[config.mk]
export PLATFORM = sky130hd
export DESIGN_NAME = drum_track_access
export DESIGN_NICKNAME = d
export VERILOG_FILES = /design/src/rtl/drum_track_access.sv
export SDC_FILE = /design/constraint.sdc
export NUM_CORES = 1
export LEC_CHECK = 0
export CORE_MARGIN = 8
export CORE_UTILIZATION = 35
export CTS_BUF_LIST = sky130_fd_sc_hd__clkbuf_8
export DETAILED_ROUTE_END_ITERATION = 8
export GPL_TIMING_DRIVEN = 0
export PLACE_DENSITY = 0.63
export SLEW_MARGIN = 10
export SYNTH_ARGS = -nofsm -noshare
export SYNTH_HDL_FRONTEND = slang
export SYNTH_SLANG_ARGS = --single-unit
[constraint.sdc]
create_clock -name clk -period 1.9 [get_ports clk]
set_clock_uncertainty 0.15 [all_clocks]
set_input_delay 0.38 -clock clk [delete_from_list [all_inputs] [get_ports clk]]
set_output_delay 0.38 -clock clk [all_outputs]
set_load 0.1 [all_outputs]
[src/rtl/drum_track_access.sv]
// Single-word read/write access to a serial recirculating drum track.
// Free-running bit/word counters locate the track head; the FSM seeks to the word, then shifts it.
module drum_track_access #(
    parameter int unsigned WORD_BITS = 29,
    parameter int unsigned WORDS     = 108
) (
    input  logic                 clk,
    input  logic                 rst_n,
    input  logic                 req,
    input  logic                 write,
    input  logic [6:0]           addr,
    input  logic [WORD_BITS-1:0] wdata,
    output logic                 busy,
    output logic                 done,
    output logic                 err,
    output logic [WORD_BITS-1:0] rdata,
    input  logic                 trk_dout,
    output logic                 trk_din,
    output logic [4:0]           bit_pos,
    output logic [6:0]           word_pos
);

    localparam int unsigned BW = 5;
    localparam int unsigned AW = 7;

    typedef enum logic [1:0] {
        IDLE = 2'd0,
        SEEK = 2'd1,
        XFER = 2'd2
    } state_t;

    state_t               state, state_next;
    logic                 write_q;
    logic [AW-1:0]        addr_q;
    logic [WORD_BITS-1:0] wdata_q;
    logic                 accept;
    logic                 done_next;
    logic                 err_next;
    logic                 bit_wrap;
    logic [AW-1:0]        word_next;

    assign bit_wrap  = (bit_pos == BW'(WORD_BITS - 1));
    assign word_next = (word_pos == AW'(WORDS - 1)) ? '0 : word_pos + AW'(1);

    // Head position counters
    always_ff @(posedge clk or negedge rst_n) begin
        if (!rst_n) begin
            bit_pos  <= '0;
            word_pos <= '0;
        end else if (bit_wrap) begin
            bit_pos  <= '0;
            word_pos <= word_next;
        end else begin
            bit_pos  <= bit_pos + BW'(1);
        end
    end

    // State register and registered status outputs
    always_ff @(posedge clk or negedge rst_n) begin
        if (!rst_n) begin
            state <= IDLE;
            busy  <= 1'b0;
            done  <= 1'b0;
            err   <= 1'b0;
        end else begin
            state <= state_next;
            busy  <= (state_next != IDLE);
            done  <= done_next;
            err   <= err_next;
        end
    end

    // Next-state and pulse decode; XFER is entered on the edge that lands on bit 0 of the target word
    always_comb begin
        state_next = state;
        accept     = 1'b0;
        done_next  = 1'b0;
        err_next   = 1'b0;
        case (state)
            IDLE: begin
                if (req) begin
                    if (32'(addr) < WORDS) begin
                        accept     = 1'b1;
                        state_next = SEEK;
                    end else begin
                        err_next   = 1'b1;
                    end
                end
            end
            SEEK: begin
                if (bit_wrap && (word_next == addr_q)) begin
                    state_next = XFER;
                end
            end
            XFER: begin
                if (bit_wrap) begin
                    state_next = IDLE;
                    done_next  = 1'b1;
                end
            end
            default: state_next = IDLE;
        endcase
    end

    // Request capture
    always_ff @(posedge clk or negedge rst_n) begin
        if (!rst_n) begin
            write_q <= 1'b0;
            addr_q  <= '0;
            wdata_q <= '0;
        end else if (accept) begin
            write_q <= write;
            addr_q  <= addr;
            wdata_q <= wdata;
        end
    end

    // Read shift: each XFER bit captures the old track bit, so writes return the overwritten word
    always_ff @(posedge clk or negedge rst_n) begin
        if (!rst_n) begin
            rdata <= '0;
        end else if (state == XFER) begin
            rdata[bit_pos] <= trk_dout;
        end
    end

    assign trk_din = ((state == XFER) && write_q) ? wdata_q[bit_pos] : trk_dout;

endmodule

==> results.md, run 1 <==
Synthesis:
- The count of unique library cells instantiated by Yosys is 51.
- Synthesis produced a netlist whose cell count is 406.
- The net count after synthesis is 452.
- Yosys mapped a number of flops with a built-in enable equal to 0.
- The most used flip-flop cell after synthesis is sky130_fd_sc_hd__dfrtp_1.
- In this run, synthesis produced a sequential element count of between 80 and 90.
- The post-synthesis instance area is around 0.0040 mm2.
- During synthesis, Yosys emitted a total of 0 warnings.
- The mean instance size in the synthesized netlist is 9.94 um2.
- The share of synthesized flip-flops with an asynchronous set or reset is 100%.
- The share of the Yosys chip area taken by registers is about half.

Critical path:
- The critical path arrival is approximately 2200 ps.
- The kind of launch point of the worst setup path is a register.
- Data on the critical path is required at its endpoint by roughly 1400 ps.
- The worst stage delay on the critical path is 510 ps.
- The highest-delay cell along the critical path is sky130_fd_sc_hd__dfrtp_4.
- The maximum fanout encountered on the critical timing path is 8.
- The critical path is of the reg2out type.
- The most numerous cell type found on the critical path is sky130_fd_sc_hd__buf_12.
- The critical path capture point type is a primary output.
- The critical path goes through buf_12 -> mux4_2 -> mux2i_1 -> o21ai_1 -> o21ai_2 -> a41oi_4 -> buf_12.

STA:
- For the finished layout, the period the worst path requires is 2700 ps.
- Setup repair after global routing could not meet its margin everywhere.
- The setup TNS after final layout is -5360 ps.
- The post-route clock period utilization is 142%.
- The smallest setup slack after layout is -796 ps.
- The tightest hold path in the finished design has a slack of 324 ps.
- The count of pins over their slew limit is 0.
- Setup violations remaining at the end of the flow were counted as 33.
- The final-report hold violation count came to 0.
- The worst slew margin relative to its limit is 57.2%.
- Based on the critical path, the design can be clocked at up to approximately 0.37 GHz.
- For the pin with the worst max-slew slack, the measured transition is 638 ps.

CTS:
- The total clock buffers created by CTS is 9.
- The worst-skew pair later-pin latency is between 300 and 400 ps.
- TritonCTS built the clock tree.
- The clock net in this run drives a total of 83 sinks.
- In this run the clock root is driven by a sky130_fd_sc_hd__clkbuf_8.
- The number of buffers on the longest clock path is 2.
- The H-tree was split into 3 levels.
- The clock edge transition at the registers on the reported setup and hold paths is 80 ps.

Route:
- For this run, design rule violations remaining after detail routing come to 0.
- The total number of vias is 3292.
- The detailed router's first-iteration violation count is between 100 and 150.
- The detailed-route wire length is around 11000 um.
- After detailed routing, the average wire length per cell comes to 16.3 um.
- In this run the remaining antenna-violating nets after routing total 0.
- The via-per-instance ratio is 4.93.
- The first detailed-routing pass took 4 iterations.

Cells and area:
- The area taken by flip-flops and latches is around 0.0021 mm2.
- The share of layout cells above drive strength 1 is approximately 38%.
- The synthesis-to-layout area growth is 44.5%.
- The area of combinational cells with multiple inputs is 0.00211 mm2.
- Fill cells in the final layout number 1060.
- The net count of the finished layout is 567.
- The core occupancy in the finished layout is between 50% and 60%.
- The count of inserted antenna diode cells is 0.

Power and ir drop:
- For this design the ratio of total power to cell area is 580 mW/mm2.
- Combinational logic burns 9.8% of the power.
- The total net switching power is 0.000850 W.
- The reported leakage power is ~2.6 nW.
- Sequential cells account for 52.9% of the total power.
- The internal cell power is 0.00253 W.
- The switching power share of the total is 25.1%.
- The clock network accounts for a little under two fifths of the total power.
- The worst supply voltage drop on vdd is 0.341 mV.

Die:
- In this run the horizontal extent of the chip is between 100 and 150 um.
- Pin placement for this block handled 86 I/O pins.
- In this run the core area contains 39 standard-cell rows.
- Measured along the y axis, the die boundary spans 123 um.
- The area of the die is 0.0152 mm2.
- For this configuration, the core starts out at a cell density of between 30% and 40%.
- The region available for standard cell placement spans 0.0113 mm2.

Worst hold path:
- The class of the most critical hold timing path is reg2reg.

Run:
- The number of maximum-capacitance constraint violations is 0.

GRT:
- The number of antenna violations at the first check in global routing is 0.
- For this run, the total global-route usage over all layers was measured as 14.5%.
- The overflow left after global routing is 0.
- The via count of the first global-routing pass is 3409.
- The first global-routing pass estimated 17400 um of wire.
- Entering global routing, the biggest net connects 44 pins.

Place:
- The number of input and output port buffers inserted is 84.
- The placer's final routability congestion estimate is 0.804.
- The HPWL after detailed placement is ~7900 um.

Outcome:
- The final reports fail on setup timing.
- The flow ran to the end, but the final reports show violations.
[per-layer routing]
metal  GRT usage, %  vias up  share of wire (%)
li1               -     1603                  -
met1           19.0     1603                 45
met2           23.5       79                 49
met3           3.42        7                4.7
met4           4.21        0               0.70
met5              0        -                  0
[synthesized netlist by cell type, types with 3 or more instances]
| library cell | count | area, um2 |
|---|---|---|
| sky130_fd_sc_hd__nor2b_1 | 5 | 31.3 |
| sky130_fd_sc_hd__xor2_1 | 3 | 26.3 |
| sky130_fd_sc_hd__dfrtp_1 | 83 | 2080 |
| sky130_fd_sc_hd__mux4_2 | 7 | 158 |
| sky130_fd_sc_hd__nand2_1 | 131 | 492 |
| sky130_fd_sc_hd__inv_1 | 9 | 33.8 |
| sky130_fd_sc_hd__nand3_1 | 8 | 40.0 |
| sky130_fd_sc_hd__nor2_1 | 21 | 78.8 |
| sky130_fd_sc_hd__o21ai_0 | 9 | 45.0 |
| sky130_fd_sc_hd__nand2b_1 | 4 | 25.0 |
| sky130_fd_sc_hd__and2_1 | 5 | 31.3 |
| sky130_fd_sc_hd__nand3b_1 | 3 | 22.5 |
| sky130_fd_sc_hd__a211oi_1 | 3 | 22.5 |
| sky130_fd_sc_hd__a21oi_1 | 4 | 20.0 |
| sky130_fd_sc_hd__buf_2 | 8 | 40.0 |
| sky130_fd_sc_hd__ha_1 | 5 | 62.6 |
| sky130_fd_sc_hd__xnor2_1 | 4 | 35.0 |
| sky130_fd_sc_hd__mux2_2 | 32 | 360 |
| sky130_fd_sc_hd__clkbuf_1 | 13 | 48.8 |
| sky130_fd_sc_hd__nor3b_1 | 3 | 22.5 |
| sky130_fd_sc_hd__nand4_1 | 3 | 18.8 |
| sky130_fd_sc_hd__nor3_1 | 8 | 40.0 |
[registers in the layout, summed over array words and instances (netlist names)]
register and count:
addr_q 7, bit_pos 5, busy 1, done 1
err 1, rdata 29, state 2, wdata_q 29
word_pos 7, write_q 1
[critical path: cells and delay by family, from the launching register on]
family / cells / cell delay (ps)
AO/OA/AOI/OAI: 3 / 390
buffers and inverters: 2 / 340
flip-flops: 1 / 510
multiplexers: 2 / 580
[area by class of cell]
class	count	share of cell area [%]
Sequential cell	83	36.3
Multi-Input combinational cell	292	36.2
Timing Repair Buffer	104	17.8
Tap cell	143	3.07
Buffer	22	2.73
Clock buffer	10	2.36
Clock inverter	5	0.923
Inverter	9	0.622
[stage by stage]
stage / setup slack [ps] / instance area [um2] / power [W] / std cells
after floorplan: -729 / 4210 / 0.00199 / 406
after global placement: -3340 / 5230 / 0.00216 / 633
after detailed placement: -1400 / 5250 / 0.00216 / 634
after CTS: -894 / 5590 / 0.00343 / 659
after global routing: -917 / 5830 / 0.00353 / 668
final: -796 / 5830 / 0.00338 / 668
[layout by cell type, fill, tap and decap left out, types with 3 or more instances in the layout]
master	n
sky130_fd_sc_hd__clkinv_2	3
sky130_fd_sc_hd__nand3_1	7
sky130_fd_sc_hd__dfrtp_2	3
sky130_fd_sc_hd__nand4_1	3
sky130_fd_sc_hd__inv_1	7
sky130_fd_sc_hd__o21ai_1	5
sky130_fd_sc_hd__nor3_1	4
sky130_fd_sc_hd__nand3b_1	3
sky130_fd_sc_hd__mux4_2	7
sky130_fd_sc_hd__clkdlybuf4s15_2	32
sky130_fd_sc_hd__nand2_1	123
sky130_fd_sc_hd__nor2_1	15
sky130_fd_sc_hd__clkbuf_2	5
sky130_fd_sc_hd__nor2_4	3
sky130_fd_sc_hd__clkdlybuf4s50_1	38
sky130_fd_sc_hd__nor3_2	4
sky130_fd_sc_hd__buf_4	13
sky130_fd_sc_hd__dfrtp_4	9
sky130_fd_sc_hd__nor2b_1	4
sky130_fd_sc_hd__clkbuf_1	4
sky130_fd_sc_hd__nand2_2	6
sky130_fd_sc_hd__buf_2	16
sky130_fd_sc_hd__clkbuf_8	11
sky130_fd_sc_hd__dfrtp_1	71
sky130_fd_sc_hd__ha_4	3
sky130_fd_sc_hd__nand2b_1	3
sky130_fd_sc_hd__buf_12	3
sky130_fd_sc_hd__buf_6	9
sky130_fd_sc_hd__xnor2_1	4
sky130_fd_sc_hd__xor2_1	3
sky130_fd_sc_hd__mux2_4	4
sky130_fd_sc_hd__mux2_2	28
sky130_fd_sc_hd__nor2_2	3
[final timing paths]
path	startpoint	end	slack, ps	cells after the start
worst max-delay path	bit_pos[0]$_DFF_PN0_	trk_din	-800	7
worst min-delay path	wdata_q[28]$_DFFE_PN0P_	wdata_q[28]$_DFFE_PN0P_	320	2
worst max register to register	bit_pos[0]$_DFF_PN0_	state[0]$_DFF_PN0_	-310	10
worst min register to register	wdata_q[28]$_DFFE_PN0P_	wdata_q[28]$_DFFE_PN0P_	320	2
max in group asynchronous	rst_n	word_pos[1]$_DFFE_PN0N_	550	3
min in group asynchronous	rst_n	wdata_q[22]$_DFFE_PN0P_	410	2
[what timing repair did]
item / in CTS / in global routing
setup endpoints to repair: 110 / 77
pin swaps: 13 / 14
buffers inserted: 9 / 8
hold buffers: 1 / 0
endpoints found under the hold margin: 42 / 0
gates resized for setup: 175 / 67
cloned: 0 / 1
[power groups by stage]
| stage | sequential, W | combinational (W) | clock [W] |
|---|---|---|---|
| 2_1_floorplan | 0.00195 | 0.0000358 | 0 |
| 3_3_place_gp | 0.00183 | 0.000330 | 0 |
| 3_5_place_dp | 0.00183 | 0.000337 | 0 |
| 4_1_cts | 0.00179 | 0.000337 | 0.00130 |
| 5_1_grt | 0.00179 | 0.000350 | 0.00139 |
| 6_report | 0.00179 | 0.000332 | 0.00126 |
[logic make-up (layout without fill, tap and decap cells)]
logic type | count (synthesis) | count (layout) | share of synthesized area (%)
simple gates | 203 | 203 | 22.3
flops | 83 | 83 | 51.5
fa+ha+maj | 5 | 5 | 1.55
compound gates | 37 | 37 | 6.79
mux | 40 | 40 | 13.1
xor+xnor | 7 | 7 | 1.52
buf+inv | 31 | 150 | 3.23
(Power assumes the default switching activity.)
==> run 2: changes to the inputs <==
--- a/config.mk
+++ b/config.mk
@@ -15,3 +15,4 @@
 export SYNTH_ARGS = -nofsm -noshare
 export SYNTH_HDL_FRONTEND = slang
 export SYNTH_SLANG_ARGS = --single-unit
+export TNS_END_PERCENT = 30
==> run 2 against run 1 <==
  * The flow still finishes with violations (setup timing)
  * Via count is 1.2% lower
  * Routed wire length is 2.5% lower
  * Combinational power hardly changed
  * Register-to-register slack worse by 330 ps
  * Sequential cell count stayed put
  * Non-clock buffer count is 11 lower
  * Utilization is 0.84 points lower
  * Final cell count is 1.5% lower
  * First-iteration DRC count is 12% higher
  * Clock power is 32% higher
  * Global-route usage is 0.15 points lower
  * Critical endpoint unchanged
  * Largest power group unchanged
  * Highest routed layer unchanged
==> results.md, run 2 (synthesis results as in run 1) <==
Outcome:
- The flow ran to the end, but the final reports show violations.
- The checks that failed: setup timing.

GRT:
- The combined global-route utilization of all metal layers came to 14.4% (-0.15 points).
- The via count of the first global-routing pass is 3297 (-3.3%).
- The pin count of the biggest net entering global routing was 61 (+39%).
- The number of antenna violations at the first check in global routing came to 0 (unchanged).
- The overflow left after global routing is 0 (unchanged).
- The global-route wire length before repair is 17100 um (-1.9%).

STA:
- The worst slew margin relative to its limit came to 61.8% (+4.7 points).
- Setup repair after global routing could not meet its margin everywhere.
- The count of pins over their slew limit was 0 (unchanged).
- The smallest setup slack after layout is -853 ps (-56.8 ps).
- The final period demand of the worst path is 2750 ps (+56.8 ps).
- The final-report hold violation count is 0 (unchanged).
- The final-layout worst hold slack came to 314 ps (-10.2 ps).
- The final-report setup violation count was 27 (-18%).
- The highest clock rate was 0.363 GHz (-2.1%).
- The post-route clock period utilization came to 145% (+3.0 points).
- The actual transition at the worst max-transition pin was 568 ps (-69.7 ps).

CTS:
- The level count of the clock H-tree is 3 (unchanged).
- The worst-skew pair later-pin latency is 360 ps (about the same).
- The total clock buffers created by CTS is 9 (unchanged).
- The clock tree from TritonCTS is done.
- The clock edge transition at the registers on the reported setup and hold paths is 90 ps (about the same).
- The number of buffers on the longest clock path is 2 (unchanged).
- The clock root buffer master is sky130_fd_sc_hd__clkbuf_8.
- The number of clock sinks came to 83 (unchanged).

Cells and area:
- The library cell used most frequently in the layout, excluding fill and tap cells, is sky130_fd_sc_hd__nand2_1.
- The area taken by flip-flops and latches is 0.00211 mm2 (-0.24%).
- The core occupancy in the finished layout came to 50.7% (-0.84 points).
- The filler cell count is 1073 (+1.2%).
- The number of nets at the end of the flow is 556 (-1.9%).
- The largest registers in the layout are rdata (29), wdata_q (29).
- The synthesis-to-layout area growth is 42.2%.
- The share of layout cells above drive strength 1 was 34.6% (-3.2 points).
- The area of combinational cells with multiple inputs is 0.00205 mm2 (-2.7%).
- The top cell types in the final layout, fill and taps aside, are sky130_fd_sc_hd__nand2_1 (125), sky130_fd_sc_hd__dfrtp_1 (71), sky130_fd_sc_hd__clkdlybuf4s50_1 (38), sky130_fd_sc_hd__clkdlybuf4s15_2 (32), sky130_fd_sc_hd__mux2_2 (30).
- The count of inserted antenna diode cells is 0 (unchanged).

Critical path:
- The worst stage delay on the critical path was 440 ps (-70 ps).
- The critical path goes through clkbuf_2 -> nand3b_1 -> nor2_1 -> nor3_1 -> o21ai_2 -> a41oi_4 -> buf_12.
- The maximum fanout encountered on the critical timing path is 10 (+2).
- The worst setup path is launched from a register.
- The endpoint required time on the critical path is 1370 ps (about the same).
- STA classifies the critical path endpoint as a primary output.
- The register-to-register setup slack was -640 ps (-330 ps).
- The highest-delay cell along the critical path is sky130_fd_sc_hd__dfrtp_2.
- The class of the most critical setup path is reg2out.
- The critical path arrival is 2220 ps (+50 ps).

Route:
- The detailed-routing iteration count for the pre-antenna-repair pass is 4 (unchanged).
- The DRC violation count after routing came to 0 (unchanged).
- The via-per-instance ratio is 4.94 (+0.26%).
- The routed length per placed instance was 16.1 um (-1.1%).
- The total number of vias was 3251 (-1.2%).
- The number of nets with antenna violations after routing was 0 (unchanged).
- The detailed-route wire length came to 10600 um (-2.5%).
- The detailed router's first-iteration violation count is 154 (+12%).

Place:
- The placer's final routability congestion estimate is 0.807 (+0.35%).
- The pre-CTS setup slack came to -1380 ps (+14.0 ps).
- The number of input and output port buffers inserted is 84 (unchanged).
- The HPWL after detailed placement is 7900 um (-0.66%).

Die:
- The number of top-level design ports came to 86 (unchanged).
- The standard cell core area is 0.0113 mm2 (unchanged).
- The chip width is 123 um (unchanged).
- The row count is 39 (unchanged).
- The die extent in y was 123 um (unchanged).
- The initial core utilization was 35.6% (unchanged).
- The area of the die is 0.0152 mm2 (unchanged).

Power and ir drop:
- The reported leakage power came to 2.55 nW (-0.96%).
- The worst supply voltage drop on vdd is 0.402 mV (+18%).
- The areal power density over the cells is 660 mW/mm2 (+14%).

Worst hold path:
- The class of the most critical hold timing path is in2async.

Run:
- The number of maximum-capacitance constraint violations is 0 (unchanged).
[run 2: final cells by class]
class	count	share of cell area, %
multi-input cells	292	35.8
flip-flops and latches	83	36.8
clock buffers	9	2.16
repair buffers	94	16.5
inverters	9	0.676
clock inverters	7	2.44
plain buffers	21	2.51
well taps	143	3.12
[run 2: worst paths after layout]
path	endpoint	startpoint	cells past startpoint
setup / recovery	trk_din	bit_pos[2]$_DFF_PN0_	7
hold / removal	state[0]$_DFF_PN0_	rst_n	2
setup reg to reg	state[0]$_DFF_PN0_	bit_pos[0]$_DFF_PN0_	11
hold reg to reg	wdata_q[21]$_DFFE_PN0P_	wdata_q[21]$_DFFE_PN0P_	2
max in group asynchronous	bit_pos[3]$_DFF_PN0_	rst_n	3
min in group clk	wdata_q[21]$_DFFE_PN0P_	wdata_q[21]$_DFFE_PN0P_	2
[run 2: stage by stage]
stage,cells,power (W),TNS (ps),cell area [um2]
after global placement,633,0.00216,-258160,5210
after detailed placement,634,0.00217,-28780,5240
after floorplan,406,0.00199,-1860,4190
after global routing,658,0.00392,-7770,5730
final,658,0.00379,-5900,5730
after CTS,653,0.00385,-1910,5570
[run 2: critical path: cells and delay by family, from the launching register on]
family          cells  cell delay, ps
buf+inv             2             450
flops               1             440
simple gates        3             660
compound gates      2             310
[run 2: power by group]
group	internal [W]	leakage (nW)	total [W]	switching (W)
clock	0.00101	0.131	0.00166	0.000656
combinational	0.000121	1.34	0.000333	0.000212
sequential	0.00178	1.08	0.00179	0.00000908
total	0.00291	2.55	0.00379	0.000877
[run 2: what timing repair did]
item | 4_1_cts | 5_1_grt
gates resized for setup | 176 | 51
setup buffers | 2 | 6
hold buffers | 1 | 0
gates cloned | 0 | 0
pin swaps | 4 | 19
endpoints found under the setup margin | 110 | 72
endpoints found under the hold margin | 23 | 0
[run 2: routing by layer]
layer | part of all wire [%] | GRT usage (%)
met4 | 1.0 | 4.97
met1 | 46 | 18.7
met5 | 0 | 0
met3 | 5.1 | 3.15
met2 | 48 | 23.1
